[src/rtl/tl45_pkg.sv]
// Shared types and constants for the TL45 issue/hazard controller.
package tl45_pkg;

    localparam logic [4:0] OP_NOP = 5'h00;
    localparam logic [4:0] OP_LW  = 5'h14;
    localparam logic [4:0] OP_SW  = 5'h15;

    // One shadow-pipeline entry: an in-flight destination register.
    typedef struct packed {
        logic       valid;
        logic [3:0] dr;
        logic       is_load;
    } slot_t;

    typedef enum logic [1:0] {
        RUN,
        DRAIN,
        HALT
    } state_e;

endpackage

[src/rtl/tl45_reg_match.sv]
// Flags a dependency between one in-flight slot and the decode sources.
module tl45_reg_match
    import tl45_pkg::*;
(
    input  slot_t      slot,
    input  logic [3:0] sr1,
    input  logic [3:0] sr2,
    output logic       match
);

    logic sr1_hit;
    logic sr2_hit;

    // r0 is hardwired, so it never creates a dependency on either side.
    always_comb begin
        sr1_hit = (sr1 != 4'd0) && (sr1 == slot.dr);
        sr2_hit = (sr2 != 4'd0) && (sr2 == slot.dr);
        match   = slot.valid && (slot.dr != 4'd0) && (sr1_hit || sr2_hit);
    end

endmodule

[src/rtl/tl45_issue_ctrl.sv]
// Issue/hazard controller: decides each cycle whether the decoded
// instruction may enter EX, tracking in-flight destinations in a shadow pipe.
module tl45_issue_ctrl
    import tl45_pkg::*;
#(
    parameter int unsigned DEPTH  = 3,
    parameter bit          FWD_EN = 1'b1
) (
    input  logic        i_clk,
    input  logic        i_reset,
    input  logic        i_dec_valid,
    input  logic [4:0]  i_dec_opcode,
    input  logic [3:0]  i_dec_dr,
    input  logic [3:0]  i_dec_sr1,
    input  logic [3:0]  i_dec_sr2,
    input  logic        i_dec_err,
    input  logic        i_mem_stall,
    input  logic        i_br_flush,
    output logic        o_dec_stall,
    output logic        o_pipe_flush,
    output logic        o_issue,
    output logic        o_halted,
    output logic [31:0] o_stall_cnt
);

    // S[1] = EX ... S[DEPTH] = WB
    slot_t       slot_q [1:DEPTH];
    state_e      state_q;
    logic        halted_q;
    logic [31:0] stall_cnt_q;

    logic [DEPTH:1] match;
    logic           any_match;
    logic           all_empty;
    logic           hazard;
    logic           running;
    slot_t          new_slot;

    for (genvar k = 1; k <= DEPTH; k++) begin : g_match
        tl45_reg_match u_match (
            .slot  (slot_q[k]),
            .sr1   (i_dec_sr1),
            .sr2   (i_dec_sr2),
            .match (match[k])
        );
    end

    // WB slot writes before read, so it is excluded from the no-forward check.
    always_comb begin
        any_match = 1'b0;
        all_empty = 1'b1;
        for (int k = 1; k <= DEPTH; k++) begin
            if (k < DEPTH) begin
                any_match = any_match | match[k];
            end
            all_empty = all_empty & ~slot_q[k].valid;
        end
    end

    // Hazard detection and the combinational issue handshake.
    always_comb begin
        running = (state_q == RUN);
        hazard  = 1'b0;
        if (i_dec_valid && running) begin
            if (FWD_EN) begin
                hazard = match[1] & slot_q[1].is_load;
            end else begin
                hazard = any_match;
            end
        end
        o_dec_stall  = i_mem_stall | hazard | ~running;
        o_issue      = i_dec_valid & ~o_dec_stall & ~i_br_flush & running;
        o_pipe_flush = i_br_flush;
        new_slot.valid   = 1'b1;
        new_slot.dr      = i_dec_dr;
        new_slot.is_load = (i_dec_opcode == OP_LW);
    end

    // Shadow pipe: frozen on mem stall, otherwise shifts with issue or bubble.
    always_ff @(posedge i_clk or posedge i_reset) begin
        if (i_reset) begin
            for (int k = 1; k <= DEPTH; k++) begin
                slot_q[k] <= '0;
            end
        end else if (!i_mem_stall) begin
            for (int k = 2; k <= DEPTH; k++) begin
                slot_q[k] <= slot_q[k-1];
            end
            slot_q[1] <= o_issue ? new_slot : '0;
        end
    end

    // Saturating count of hazard-stall cycles (mem-stall cycles excluded).
    always_ff @(posedge i_clk or posedge i_reset) begin
        if (i_reset) begin
            stall_cnt_q <= '0;
        end else if (hazard && !i_mem_stall && (stall_cnt_q != 32'hFFFF_FFFF)) begin
            stall_cnt_q <= stall_cnt_q + 32'd1;
        end
    end

    // Error FSM: wrong-path errors (with flush) are ignored; halt once drained.
    always_ff @(posedge i_clk or posedge i_reset) begin
        if (i_reset) begin
            state_q  <= RUN;
            halted_q <= 1'b0;
        end else begin
            unique case (state_q)
                RUN: begin
                    if (i_dec_err && !i_mem_stall && !i_br_flush) begin
                        state_q <= DRAIN;
                    end
                end
                DRAIN: begin
                    if (!i_mem_stall && all_empty) begin
                        state_q  <= HALT;
                        halted_q <= 1'b1;
                    end
                end
                HALT: begin
                    state_q  <= HALT;
                    halted_q <= 1'b1;
                end
                default: begin
                    state_q  <= RUN;
                    halted_q <= 1'b0;
                end
            endcase
        end
    end

    assign o_halted    = halted_q;
    assign o_stall_cnt = stall_cnt_q;

endmodule

[config.mk]
export PLATFORM = sky130hd
export DESIGN_NAME = tl45_issue_ctrl
export DESIGN_NICKNAME = d
export VERILOG_FILES = /design/src/rtl/tl45_pkg.sv /design/src/rtl/tl45_reg_match.sv /design/src/rtl/tl45_issue_ctrl.sv
export SDC_FILE = /design/constraint.sdc
export NUM_CORES = 1
export LEC_CHECK = 0
export BUFFER_PORTS_ARGS = -buffer_cell sky130_fd_sc_hd__buf_2
export CORE_UTILIZATION = 32
export DETAILED_ROUTE_END_ITERATION = 8
export HOLD_SLACK_MARGIN = 0.15
export SLEW_MARGIN = 0
export SYNTH_ARGS = -nofsm -noshare
export SYNTH_HDL_FRONTEND = slang
export SYNTH_SLANG_ARGS = --single-unit
[constraint.sdc]
create_clock -name i_clk -period 2.65 [get_ports i_clk]
set_input_delay 0.53 -clock i_clk [delete_from_list [all_inputs] [get_ports i_clk]]
set_output_delay 0.53 -clock i_clk [all_outputs]
set_load 0.05 [all_outputs]
==> results.cfg <==
[sta]
fmax_mhz = 356
report.final.slew_viol_count = 0
final.period_utilization_pct = 106
slew_headroom_pct = 63.2
final.setup.tns_ns = -0.159
fin_ws_ns = -0.159
tightest_slew_ns = 0.552
whs_ns = 0.350
hold_viol = 0
fin_crit_ns = 2.81
setup_viol = 1
rsz0062_at_grt = true
skew_ns = 0.0107

[cells_and_area]
fillCellCount = 651
layout_common_cells = buf_2, dfrtp_1, xnor2_1
nets = 316
post-route-util_pct = 42.2
drive_gt1_share_pct = 32.4
diodes = 0
final_common_cell = buf_2
area.growth.synth_to_final_pct = 27.6

[min_path]
hold_class = primary input to async pin

[die]
die_h_um = 85.8
row_count = 30
ios = 59
core_area_sq_mm = 0.00679
dieWidth_um = 85.8
initial_core_util_pct = 33.1
dieArea_sq_mm = 0.00737

[outcome]
status = finished with violations
violations = setup timing

[power]
power_uw = 1480
p_comb_share_pct = 22.6
pwr_density_cell_mw_per_mm2 = 517
p_sw_share_pct = 31.1
power.net_switching_uw = 461
seqPwrFrac_pct = 48.1
p_int_uw = 1020
clkPwrFrac_pct = 29.3
vdd_ir_drop_max_mv = 0.384
p_leak_uw = 0.00141

[logic_synthesis]
synthesis.area_sq_mm = 0.00225
synthDistinctLibCells = 40
synth_fp_nets = 241
postSynthAreaPerCell_sq_um = 10.5
synth_warnings = 0
ys_ff_latch = 43
yosysSeqAreaShare_pct = 47.8
netlist_instances = 214

[global_route]
grt_pass1_wl_mm = 8.72
grt_pass1_vias = 1879
track_usage_pct = 14.9
grt_overflow_total = 0
antenna_found_initial = 0
grt_max_degree = 44

[drt]
wl_per_cell_um = 12.5
firstDrtPassIters = 4
vias_per_cell = 4.73
drtAntennaViolNets = 0
vias = 1827
wl_mm = 4.84
initialDrtViolationCount = 54
drc = 0

[cts]
clk_pin_slew_ns = 0.09
clock_latency_ns = 0.30
cts_made_buffers = 5
cts_tree = done
htree_levels = 2
clockBufferDepth = 2
clock-sinks = 43
cts-hold-fix-buffers = 0
cts-root-buf = clkbuf_8

[placement]
port_buffers = 58
hpwl_mm = 3.69
gp_congestion = 0.724

[critical_path]
arrival_ns = 2.28
crit_required_ns = 2.12
crit_path_start_kind = flip-flop
crit_start = slot_q[13]
endpoint_kind = primary output
cp_max_fo = 4
r2r_start = state_q[1]
crit_type = flip-flop to primary output

[run]
maxCapViolations = 0
## flip-flops by register name, indices dropped and copies added (netlist names)
| register | count |
|---|---|
| o_stall_cnt | 32 |
| slot_q | 8 |
| state_q | 2 |
| o_halted | 1 |
## per-layer routing
metal / GRT usage (%) / wire length [um]
met5: 0 / 0
met3: 3.27 / 184
met2: 24.9 / 2310
met4: 4.70 / 32
met1: 19.4 / 2320
## Yosys cell counts, drive strengths merged
cell    count  area [sq um]
o31ai       2          28.8
a22o        5          43.8
nand2      21          78.8
o31a        1          8.76
nor2       11          41.3
and4        4          35.0
o32ai       1          16.3
nor3        9          45.0
and3        4          25.0
nand4      15           100
nor4b       1          15.0
mux2        3          33.8
xor2       14           123
xnor2      22           193
a21oi       3          15.0
inv         4          15.0
a21o        1          7.51
or4         3          26.3
nand2b      1          6.26
buf         1          7.51
or3b        1          8.76
or3         4          25.0
nor4        2          12.5
and2        4          25.0
clkbuf      4          15.0
nand3      11          55.1
nor2b       2          12.5
o32a        1          10.0
dfrtp      43          1080
or4b        1          13.8
o21ai       7          35.0
nand3b      1          7.51
ha          4          50.1
nand4b      1          8.76
o41a        1          11.3
nor3b       1          18.8
## cell families (layout without fill, tap and decap cells)
family | count (synthesis) | after routing | synth area share (%)
buffers and inverters | 9 | 85 | 1.67
AO/OA/AOI/OAI | 22 | 22 | 7.84
multiplexers | 3 | 3 | 1.50
adder cells (fa/ha/maj) | 4 | 4 | 2.22
flip-flops | 43 | 43 | 47.8
AND/OR/NAND/NOR | 97 | 97 | 24.9
XOR/XNOR | 36 | 36 | 14.0
## power by group through the flow
| stage | clock network (uW) | logic [uW] | registers [uW] |
|---|---|---|---|
| after floorplan | 0 | 204 | 755 |
| after global placement | 0 | 316 | 727 |
| after detailed placement | 0 | 324 | 727 |
| after CTS | 455 | 333 | 714 |
| after global routing | 479 | 372 | 720 |
| final | 435 | 335 | 713 |
## layout make-up
| cell class | count | area [sq um] | share of cell area (%) |
|---|---|---|---|
| Inverter | 4 | 15.0 | 0.523 |
| Multi-Input combinational cell | 162 | 1160 | 40.3 |
| Tap cell | 96 | 120 | 4.18 |
| Clock inverter | 3 | 25.0 | 0.872 |
| Sequential cell | 43 | 1080 | 37.5 |
| Clock buffer | 5 | 68.8 | 2.40 |
| Timing Repair Buffer | 73 | 409 | 14.3 |
## timing repair
action | 4_1_cts | 5_1_grt
gates cloned | 0 | 0
gates resized for setup | 3 | 3
endpoints found under the setup margin | 2 | 4
buffers inserted | 1 | 0
## critical path, cell delays in order, from the launching register on
cell,delay (ns)
dfrtp_1,0.41
or4_4,0.54
nand4_2,0.09
nor2_1,0.05
or4b_4,0.50
nor3b_4,0.21
buf_6,0.18
## path summary, 6_finish.rpt
kind	to	slack [ns]	cells after the start
setup / recovery	o_issue	-0.16	6
hold / removal	o_halted	0.35	3
setup reg to reg	o_stall_cnt[23]	0.30	9
hold reg to reg	o_stall_cnt[6]	0.48	1
max in group asynchronous	o_stall_cnt[1]	1.92	3
min in group i_clk	slot_q[13]	0.45	2
## stage by stage
stage	instances	worst slack, ns	cell area, sq um
after detailed placement	377	0.0415	2740
final	386	-0.159	2870
after floorplan	214	-0.221	2250
after global placement	377	0.0490	2740
after global routing	386	-0.248	2870
after CTS	386	-0.183	2850
(Power assumes the default switching activity.)
